[config.mk]
export PLATFORM = sky130hd
export DESIGN_NAME = aq_axis_arb
export DESIGN_NICKNAME = d
export VERILOG_FILES = /design/src/rtl/aq_axis_pkg.sv /design/src/rtl/aq_rr_arbiter.sv /design/src/rtl/aq_axis_arb.sv
export SDC_FILE = /design/constraint.sdc
export NUM_CORES = 1
export LEC_CHECK = 0
export CAP_MARGIN = 20
export CORE_AREA = 2 2 146 148
export CTS_CLUSTER_DIAMETER = 40
export DETAILED_ROUTE_END_ITERATION = 6
export DIE_AREA = 0 0 148 150
export DONT_BUFFER_PORTS = 1
export PLACE_DENSITY = 0.31
export SLEW_MARGIN = 20
export SYNTH_ARGS = -nofsm -noshare
export SYNTH_HDL_FRONTEND = slang
export SYNTH_SLANG_ARGS = --single-unit
[constraint.sdc]
create_clock -name ACLK -period 5.55 [get_ports ACLK]
set_clock_uncertainty 0.1 [all_clocks]
set_input_delay 0.555 -clock ACLK [delete_from_list [all_inputs] [get_ports ACLK]]
set_output_delay 0.555 -clock ACLK [all_outputs]
set_load 0.01 [all_outputs]
[src/rtl/aq_axis_pkg.sv]
// Shared types for the AXI-Stream packet arbiter: FSM encoding and TID width helper.
package aq_axis_pkg;

  typedef enum logic [0:0] {
    StIdle = 1'b0,
    StXfer = 1'b1
  } arb_state_e;

  // Width of a source index; never narrower than one bit.
  function automatic int unsigned tid_width(input int unsigned n);
    return (n > 1) ? $clog2(n) : 1;
  endfunction

endpackage

[src/rtl/aq_rr_arbiter.sv]
// Combinational round-robin selector: first requester at or after ptr_i wins.
module aq_rr_arbiter
  import aq_axis_pkg::*;
#(
  parameter int unsigned NUM_SRC = 4,
  parameter int unsigned IDX_W   = tid_width(NUM_SRC)
) (
  input  logic [NUM_SRC-1:0] req_i,
  input  logic [IDX_W-1:0]   ptr_i,
  output logic [NUM_SRC-1:0] gnt_o
);

  always_comb begin
    logic             found;
    logic [IDX_W-1:0] idx;
    gnt_o = '0;
    found = 1'b0;
    idx   = '0;
    for (int unsigned k = 0; k < NUM_SRC; k++) begin
      idx = IDX_W'((32'(ptr_i) + k) % NUM_SRC);
      if (!found && req_i[idx]) begin
        gnt_o[idx] = 1'b1;
        found      = 1'b1;
      end
    end
  end

endmodule

[src/rtl/aq_axis_arb.sv]
// Packet-level round-robin AXI-Stream arbiter feeding a single FIFO write port.
// Optional M_AXIS_TID output when AQ_AXIS_ARB_TID_EN is defined.
module aq_axis_arb
  import aq_axis_pkg::*;
#(
  parameter int unsigned NUM_SRC    = 4,
  parameter int unsigned FIFO_WIDTH = 64
) (
  input  logic                             ACLK,
  input  logic                             RST,
  input  logic [NUM_SRC-1:0]               S_AXIS_TVALID,
  output logic [NUM_SRC-1:0]               S_AXIS_TREADY,
  input  logic [NUM_SRC-1:0]               S_AXIS_TLAST,
  input  logic [NUM_SRC*FIFO_WIDTH-1:0]    S_AXIS_TDATA,
  output logic                             M_AXIS_TVALID,
  input  logic                             M_AXIS_TREADY,
  output logic                             M_AXIS_TLAST,
  output logic [FIFO_WIDTH-1:0]            M_AXIS_TDATA,
  input  logic                             FIFO_WR_ALM_FULL,
  output logic [NUM_SRC-1:0]               GRANT,
  output logic [31:0]                      PKT_COUNT
`ifdef AQ_AXIS_ARB_TID_EN
  ,
  output logic [tid_width(NUM_SRC)-1:0]    M_AXIS_TID
`endif
);

  localparam int unsigned IdxW = tid_width(NUM_SRC);

  arb_state_e          state_q, state_d;
  logic [NUM_SRC-1:0]  grant_q, grant_d;
  logic [IdxW-1:0]     idx_q, idx_d;
  logic [IdxW-1:0]     last_q, last_d;
  logic [31:0]         pkt_count_q, pkt_count_d;
  logic [IdxW-1:0]     ptr;
  logic [NUM_SRC-1:0]  arb_gnt;
  logic [IdxW-1:0]     gnt_idx;
  logic                xfer_act;
  logic                beat;

  assign ptr = (last_q == IdxW'(NUM_SRC - 1)) ? '0 : last_q + IdxW'(1);

  aq_rr_arbiter #(
    .NUM_SRC (NUM_SRC),
    .IDX_W   (IdxW)
  ) u_rr (
    .req_i (S_AXIS_TVALID),
    .ptr_i (ptr),
    .gnt_o (arb_gnt)
  );

  always_comb begin
    gnt_idx = '0;
    for (int unsigned k = 0; k < NUM_SRC; k++) begin
      if (arb_gnt[k]) gnt_idx = IdxW'(k);
    end
  end

  // Datapath is forced quiet while reset is asserted, even mid-packet.
  assign xfer_act      = (state_q == StXfer) && !RST;
  assign M_AXIS_TVALID = xfer_act && S_AXIS_TVALID[idx_q];
  assign M_AXIS_TLAST  = xfer_act && S_AXIS_TLAST[idx_q];
  assign M_AXIS_TDATA  = S_AXIS_TDATA[32'(idx_q)*FIFO_WIDTH +: FIFO_WIDTH];
  assign S_AXIS_TREADY = xfer_act ? (grant_q & {NUM_SRC{M_AXIS_TREADY}}) : '0;
  assign beat          = M_AXIS_TVALID && M_AXIS_TREADY;
  assign GRANT         = grant_q;
  assign PKT_COUNT     = pkt_count_q;

`ifdef AQ_AXIS_ARB_TID_EN
  assign M_AXIS_TID = xfer_act ? idx_q : '0;
`endif

  always_comb begin
    state_d     = state_q;
    grant_d     = grant_q;
    idx_d       = idx_q;
    last_d      = last_q;
    pkt_count_d = pkt_count_q;
    case (state_q)
      StIdle: begin
        if ((|S_AXIS_TVALID) && !FIFO_WR_ALM_FULL) begin
          state_d = StXfer;
          grant_d = arb_gnt;
          idx_d   = gnt_idx;
        end
      end
      StXfer: begin
        if (beat && M_AXIS_TLAST) begin
          state_d     = StIdle;
          grant_d     = '0;
          last_d      = idx_q;
          pkt_count_d = pkt_count_q + 32'd1;
        end
      end
      default: state_d = StIdle;
    endcase
  end

  // last_q resets to the top index so the first search starts at source 0.
  always_ff @(posedge ACLK) begin
    if (RST) begin
      state_q     <= StIdle;
      grant_q     <= '0;
      idx_q       <= '0;
      last_q      <= IdxW'(NUM_SRC - 1);
      pkt_count_q <= '0;
    end else begin
      state_q     <= state_d;
      grant_q     <= grant_d;
      idx_q       <= idx_d;
      last_q      <= last_d;
      pkt_count_q <= pkt_count_d;
    end
  end

endmodule

[Word-level counts from Yosys, hierarchy flattened]
Cells that the tools add are included.
Word-level totals
  latch bits: 0
  memory bits (writable): 0
  output and inout bits: 106
  input bits: 268
  memories: 0
  register bits: 41
  memory bits (read-only): 0
Cells by class
  muxes and demuxes: 38
  eq/ne operators: 3
  add/subtract/negate cells: 5
  divide/modulo/power cells: 0
  reductions and logical operators: 22
  multipliers: 0
  shift-type cells: 1
  magnitude comparators: 9
  bitwise gates (word level): 5
Operators with widths (count)
  $shiftx A256 B9 Y64: 1
  $add A32 B1 Y32 const B: 1
  $mux W4: 7
  $mux W1: 16
  $lt A2 B3 Y1 const B: 5
  $logic_and A1 B1 Y1: 13
  $bmux W1 S2: 6
  $or A4 B4 Y4: 3
  $demux W1 S2: 4
  $ge A2 B1 Y1 const B: 4
  $pmux W4 S2: 1
  $mux W2: 3
  $reduce_and A2 Y1: 3
  $logic_not A1 Y1: 5
  $add A2 B1 Y2 const B: 2
  $add A2 B2 Y2 const B: 2
  $and A4 B4 Y4: 1
  $reduce_or A4 Y1: 1
  $eq A2 B2 Y1 const B: 1
  $ne A2 B1 Y1 const B: 1
  $ne A2 B2 Y1 const B: 1
  $pmux W1 S2: 1
  $not A1 Y1: 1

[Depth between registers and ports, before layout]
Gate-level depths: netlist of the first run.
  word-level depth: 17
  depth in mapped cells: 8

[Hierarchy]
A second synthesis of the first run with hierarchy kept.
Unflattened totals
  cells, all modules: 365
  area, all modules: 3998.8 µm²
By module, submodules not included
  aq_axis_arb: instances 1, cells each 329, area each 3661.0 µm²
  aq_rr_arbiter: instances 1, cells each 36, area each 337.8 µm²

[Worst setup path after synthesis of the first run]
Ideal clock, no wire load.
  path kind: reg-to-reg
  start: register last_q[0]
  end: register idx_q[0]
  required time: 5285 ps
  path slack: 3020 ps
  arrival: 2264 ps
  cell stages (with the launch flop): 8
  setup time: 165 ps
  cell sequence: dfxtp_1 -> ha_1 -> nor2_2 -> mux4_2 -> and2_2 -> a221o_1 -> o211ai_2 -> a311oi_2
Between the ends
  longest elaborated chain between the ends: 17
  elaborated cells between the ends (all ways): 53
  classes of those cells: 4 x add/sub; 8 x order compare; 1 x eq/ne; 27 x mux; 3 x bitwise; 10 x reduce/logical
Ends and longest elaborated chain
  start: declaration: line aq_axis_arb.sv:33  | logic [IdxW-1:0] last_q, last_d;
  start signal: assignment: line aq_axis_arb.sv:105  | last_q <= IdxW'(NUM_SRC - 1);
  start signal: assignment: line aq_axis_arb.sv:111  | last_q <= last_d;
  $add A2 B1 Y2 / $eq A2 B2 Y1 (equally long branches): line aq_axis_arb.sv:41  | assign ptr = (last_q == IdxW'(NUM_SRC - 1)) ? '0 : last_q + IdxW'(1);
  $mux W2 (*): line aq_axis_arb.sv:41
  branches (longest 11 deep; another with $lt A2 B3 Y1)
  $mux W4 (*): line aq_rr_arbiter.sv:21  | if (!found && req_i[idx]) begin
  $mux W1: line aq_axis_arb.sv:55  | if (arb_gnt[k]) gnt_idx = IdxW'(k);
  $mux W2: line aq_axis_arb.sv:55
  $mux W2 (*): line aq_axis_arb.sv:55
  end signal: assignment: line aq_axis_arb.sv:110  | idx_q <= idx_d;
  end: declaration: line aq_axis_arb.sv:32  | logic [IdxW-1:0] idx_q, idx_d;
Every way passes the cells marked *. The select of a mux whose other input is x is not followed.
A chain may end at the register's enable or synchronous reset.

[Worst setup path in the final report of the first run]
  start: register idx_q[0]
  end: output M_AXIS_TDATA[23]
Between the ends
  longest elaborated chain between the ends: 1
Ends and longest elaborated chain
  $shiftx A256 B9 Y64: line aq_axis_arb.sv:63  | assign M_AXIS_TDATA = S_AXIS_TDATA[32'(idx_q)*FIFO_WIDTH +: FIFO_WIDTH];
  end: declaration: line aq_axis_arb.sv:18  | output logic [FIFO_WIDTH-1:0] M_AXIS_TDATA,
No other way between the ends.

==> impl_metrics.tcl, run 1 <==
set metrics [dict create \
    status "complete, no violations" \
    cp-start-kind "flip-flop" \
    portBuffers 0 \
    synth_simple_gate_area_share_pct 16.9 \
    grt_max_degree 69 \
    postCtsSetupBuffers 0 \
    core_area_um2 20700 \
    grt_pass1_vias 3037 \
    clockBufferDepth 2 \
    crit_type "reg -> out" \
    synth_xor_area_share_pct 7.26 \
    syn_area_um2 3740 \
    drc_errors 0 \
    critPathSlowestCell "dfxtp_4" \
    postRouteAntennaNets 0 \
    drtIter0Drc 172 \
    syn_to_final_growth_pct 12.7 \
    stdcell_area_um2 4220 \
    synth-seq-cells 41 \
    wl_mm 17.4 \
    setup_slack_ns 2.52 \
    p_per_area_nw_per_um2 214 \
    cts_tree "done" \
    cts_resized 0 \
    synth_top_cell_area_share_pct 41.6 \
    max-slew-margin-rel_pct 39.5 \
    htree_levels 2 \
    syn-instance-count 329 \
    synthMuxAreaShare_pct 43.0 \
    drive_gt1_share_pct 28.1 \
    fillers 2272 \
    ys_top_cells_by_area "mux4_2, dfxtp_1, nor2_1, xor2_1, xnor2_1" \
    finalSetupViolations 0 \
    cts_hold_buf 0 \
    die_x_um 148 \
    firstDrtPassIters 4 \
    start_util_pct 18.1 \
    clkLatencyLatePin_ns 0.29 \
    synth_area_per_cell_um2 11.4 \
    vias_per_cell 5.11 \
    place_congestion 1.00 \
    cts-root-buf "clkbuf_16" \
    synthAdderAreaFrac_pct 3.01 \
    leakagePower_nw 1.23 \
    finish.utilization_pct 20.4 \
    synth_top_family_by_area "multiplexers" \
    endpoint_kind "output pin" \
    grt_setup_unrepaired "no" \
    io_pins 374 \
    yosys.area.top_type "mux4_2" \
    period_needed_ns 3.03 \
    crit_fanout 36 \
    ys.flop_type "dfxtp_1" \
    cts_sinks 41 \
    ys_seq_area_share_pct 21.9 \
    placementRows 53 \
    worstMarginPinSlew_ns 0.901 \
    crit_family "flip-flops" \
    max_stage_delay_ns 0.77 \
    cap_violations 0 \
    ir_worst_vdd_mv 0.150 \
    yosysMostFrequentCell "mux4_2" \
    hold_path.class "in -> reg" \
    ys_warn_count 0 \
    grt_first_pass_wirelength_mm 23.1 \
    finalSetupTns_ns 0 \
    ys_top_cells_by_count "mux4_2, nor2_1, dfxtp_1" \
    drv_slew 0 \
    die_h_um 150 \
    antenna_found_initial 15 \
    postPlaceCellArea_um2 4010 \
    dieArea_um2 22200 \
    syn_nets 606 \
    hold_viol_final 0 \
    async_flop_share_pct 0 \
    cts_buffers 5 \
    wl_per_cell_um 28.7 \
    crit_chain "buf_4 -> mux4_2" \
    synth-edff-count 0 \
    place_ws_ns 2.72 \
    dp_hpwl_mm 14.8 \
    min_period_over_period_pct 54.6 \
    num_vias 3090 \
    synth_compound_area_share_pct 4.42 \
    fmax_ghz 0.330 \
    cp.required_ns 4.89 \
    layout.nets 593 \
    ys_types 41 \
    grt.total_usage_pct 14.5 \
    gr-total-overflow 0 \
    cts.clk_slew.worst_paths_ns 0.06 \
    critPathBufInv 1 \
    worstPathArrival_ns 2.37 \
]
[per-layer routing]
layer	global-route usage, %	wire length [um]	share of wire [%]	vias up
li1	-	-	-	1268
met1	14.9	5830	34	1558
met2	24.7	8750	50	235
met3	7.26	2250	13	27
met4	6.05	516	3.0	2
met5	2.05	13	0.075	-
[flip-flops by register name (all words and copies together) (netlist names)]
register / count
state_q: 1
GRANT: 4
PKT_COUNT: 32
last_q: 2
idx_q: 2
[final cells by class]
class	count	area, um^2	area share [%]
antenna	13	32.5	0.772
clock buffer	6	139	3.29
clock inverter	2	37.5	0.890
inverter	11	41.3	0.979
multi-input combinational	256	2790	66.1
sequential	41	828	19.6
tap	275	344	8.16
timing repair buffer	1	7.51	0.178
[report_power, final]
group          leakage (nW)  internal, mW  switching [mW]  total (mW)
Sequential            0.333         0.298          0.0324       0.331
Combinational         0.814         0.119           0.106       0.225
Clock                0.0832         0.225           0.124       0.348
Total                  1.23         0.641           0.262       0.903
[path summary, 6_finish.rpt]
kind	from	end	slack, ns	cells after the start
setup / recovery	idx_q[0]	M_AXIS_TDATA[23]	2.52	2
setup reg to reg	idx_q[1]	PKT_COUNT[9]	2.77	6
hold / removal	RST	PKT_COUNT[28]	0.23	1
hold reg to reg	GRANT[1]	GRANT[1]	0.46	2
[cell usage in the layout, fill, tap and decap left out, types with 2 or more instances in the layout]
master,Yosys,layout
a211o_1,2,2
a21oi_1,7,7
and2_1,8,8
and3_1,5,5
and3b_1,3,3
and4_1,3,3
clkbuf_16,0,5
dfxtp_1,41,39
dfxtp_4,0,2
diode_2,0,13
ha_1,9,9
inv_1,11,11
mux4_1,2,2
mux4_2,69,69
nand2_1,17,17
nand3_1,20,20
nand4_1,6,6
nor2_1,44,44
nor3_1,6,6
nor3_2,2,2
nor4_1,3,3
o21ai_0,2,2
xnor2_1,15,15
xor2_1,16,16
[worst register-to-register path, cell delays in order, from the launching register on]
cell     delay [ns]
dfxtp_4        0.92
mux4_2         0.42
and3_1         0.40
nand3_1        0.33
nor3_1         0.31
xnor2_1        0.15
nor2_1         0.05
[per-stage QoR]
step | hold WS [ns] | instances | power [mW]
after floorplan | 0.400 | 329 | 0.527
after global placement | 0.457 | 584 | 0.563
after detailed placement | 0.453 | 584 | 0.564
after CTS | 0.218 | 592 | 0.921
after global routing | 0.211 | 604 | 0.944
final | 0.231 | 605 | 0.903
[cells by family after synthesis]
group / after synthesis
and+or+nand+nor: 123
muxes: 71
DFF: 41
buffers and inverters: 32
xor gates and xnor gates: 31
AOI/OAI and AO/OA: 22
adders and majority gates: 9
Power figures use the tool's default switching activity.
==> run 2: changes to the inputs <==
--- a/config.mk
+++ b/config.mk
@@ -11,7 +11,7 @@
 export DETAILED_ROUTE_END_ITERATION = 6
 export DIE_AREA = 0 0 148 150
 export DONT_BUFFER_PORTS = 1
-export PLACE_DENSITY = 0.31
+export PLACE_DENSITY = 0.32
 export SLEW_MARGIN = 20
 export SYNTH_ARGS = -nofsm -noshare
 export SYNTH_HDL_FRONTEND = slang
==> constraint.sdc (replaced) <==
create_clock -name ACLK -period 2.5 [get_ports ACLK]
set_clock_uncertainty 0.1 [all_clocks]
set_input_delay 0.25 -clock ACLK [delete_from_list [all_inputs] [get_ports ACLK]]
set_output_delay 0.25 -clock ACLK [all_outputs]
set_load 0.01 [all_outputs]
==> run 2 against run 1 <==
Clock power rose by 120%. Setup slack got worse by 2.4 ns. Total power is 120% higher. Critical path type is now reg -> reg.
==> impl_metrics.tcl, run 2 (synthesis gave the netlist of run 1 again) <==
set metrics [dict create \
    drv_slew 0 \
    finalNonFillerCells 618 \
    finish.utilization_pct 21.2 \
    num_vias 3113 \
    place_ws_ns -0.0138 \
    setup_slack_ns 0.0938 \
    die_h_um 150 \
    dp_hpwl_mm 14.3 \
    firstDrtPassIters 4 \
    cts-root-buf "clkbuf_16" \
    hold_viol_final 0 \
    cp-start-kind "flip-flop" \
    grt_setup_unrepaired "yes" \
    gr-total-overflow 0 \
    drtIter0Drc 133 \
    grt_first_pass_wirelength_mm 22.3 \
    multi_input_area_um2 2820 \
    vias_per_cell 5.04 \
    fmax_ghz 0.416 \
    most-common-layout-cells "mux4_2, nor2_1, dfxtp_1" \
    cap_violations 0 \
    largest_register_ff_count 32 \
    min_period_over_period_pct 96.2 \
    dieArea_um2 22200 \
    drive_gt1_share_pct 33.8 \
    drc_errors 0 \
    crit_family "simple AND/OR/NAND/NOR gates" \
    grt_pass1_vias 3088 \
    max-slew-margin-rel_pct 46.2 \
    clkLatencyLatePin_ns 0.29 \
    wl_mm 16.9 \
    htree_levels 2 \
    hold_path.class "in -> reg" \
    final_common_cell "mux4_2" \
    layout.nets 610 \
    endpoint_kind "flip-flop" \
    status "complete, no violations" \
    worstMarginPinSlew_ns 0.807 \
    io_pins 374 \
    core_area_um2 20700 \
    critPathBufInv 0 \
    worst-r2r-cell-count 7 \
    syn_to_final_growth_pct 17.3 \
    leakagePower_nw 1.32 \
    critPathSlowestCell "mux4_2" \
    register_area_um2 828 \
    start_util_pct 18.1 \
    worstHoldPathCells 2 \
    die_x_um 148 \
    finalSetupViolations 0 \
    postPlaceCellArea_um2 4120 \
    cts_buffers 5 \
    crit_type "reg -> reg" \
    crit_chain "ha_4 -> nor2_4 -> mux4_2 -> nor4_4 -> and2_4 -> o211ai_2 -> a311oi_2" \
    max_stage_delay_ns 0.62 \
    postRouteAntennaNets 0 \
    clockBufferDepth 2 \
    period_needed_ns 2.41 \
    crit_fanout 6 \
    cts_sinks 41 \
    stdcell_area_um2 4390 \
    wl_per_cell_um 27.4 \
    cts.clk_slew.worst_paths_ns 0.06 \
    p_per_area_nw_per_um2 461 \
    fillers 2267 \
    grt_max_degree 62 \
    cts_tree "done" \
    antenna_found_initial 11 \
    cp_num_cells 7 \
    worstPathArrival_ns 2.50 \
    placementRows 53 \
    place_congestion 0.960 \
    dp_cells 597 \
    cp.required_ns 2.59 \
    portBuffers 0 \
    ir_worst_vdd_mv 0.238 \
    grt.total_usage_pct 13.7 \
]
## run 2: worst paths after layout
kind / from / to / slack [ns]
hold reg to reg: PKT_COUNT[1] / PKT_COUNT[1] / 0.47
hold / removal: RST / idx_q[1] / 0.04
setup / recovery: last_q[0] / idx_q[0] / 0.09
setup reg to reg: last_q[0] / idx_q[0] / 0.09
## run 2: area by class of cell
cell class,count,area share [%]
Multi-Input combinational cell,256,64.3
Clock inverter,2,0.884
Antenna cell,9,0.513
Timing Repair Buffer,18,3.74
Sequential cell,41,18.9
Inverter,11,0.941
Clock buffer,6,2.94
Tap cell,275,7.84
## run 2: through the flow
| stage | TNS (ns) | total power, mW | hold WS, ns |
|---|---|---|---|
| finish | 0 | 2.02 | 0.0444 |
| floorplan | 0 | 1.17 | 0.400 |
| global route | -0.0183 | 2.10 | 0.0494 |
| detailed placement | -0.0138 | 1.26 | 0.220 |
| CTS | 0 | 2.05 | 0.0467 |
| global placement | 0 | 1.26 | 0.218 |
## run 2: metal layers
metal / share of wire [%] / vias up / global-route usage, %
met2: 52 / 208 / 22.9
met1: 36 / 1586 / 15.8
met3: 10 / 15 / 5.18
met5: 0.077 / - / 0
met4: 1.4 / 2 / 5.76
li1: - / 1302 / -
## run 2: what timing repair did
action / CTS / global route
pin swaps: 6 / 5
hold endpoints to repair: 40 / 0
setup buffers: 0 / 3
gates resized for setup: 2 / 8
hold buffers: 1 / 0
endpoints found under the setup margin: 1 / 5
## run 2: power breakdown
group	internal, mW	switching [mW]	leakage, nW	total (mW)
registers	0.662	0.0234	0.331	0.686
clock network	0.474	0.286	0.0811	0.760
logic	0.281	0.295	0.906	0.576
total	1.42	0.604	1.32	2.02
## run 2: worst register-to-register path, delay by kind of cell (launching register included)
family,cells,cell delay (ns)
muxes,1,0.62
and+or+nand+nor,3,0.80
adders and majority gates,1,0.17
AOI/OAI and AO/OA,2,0.29
DFF,1,0.34
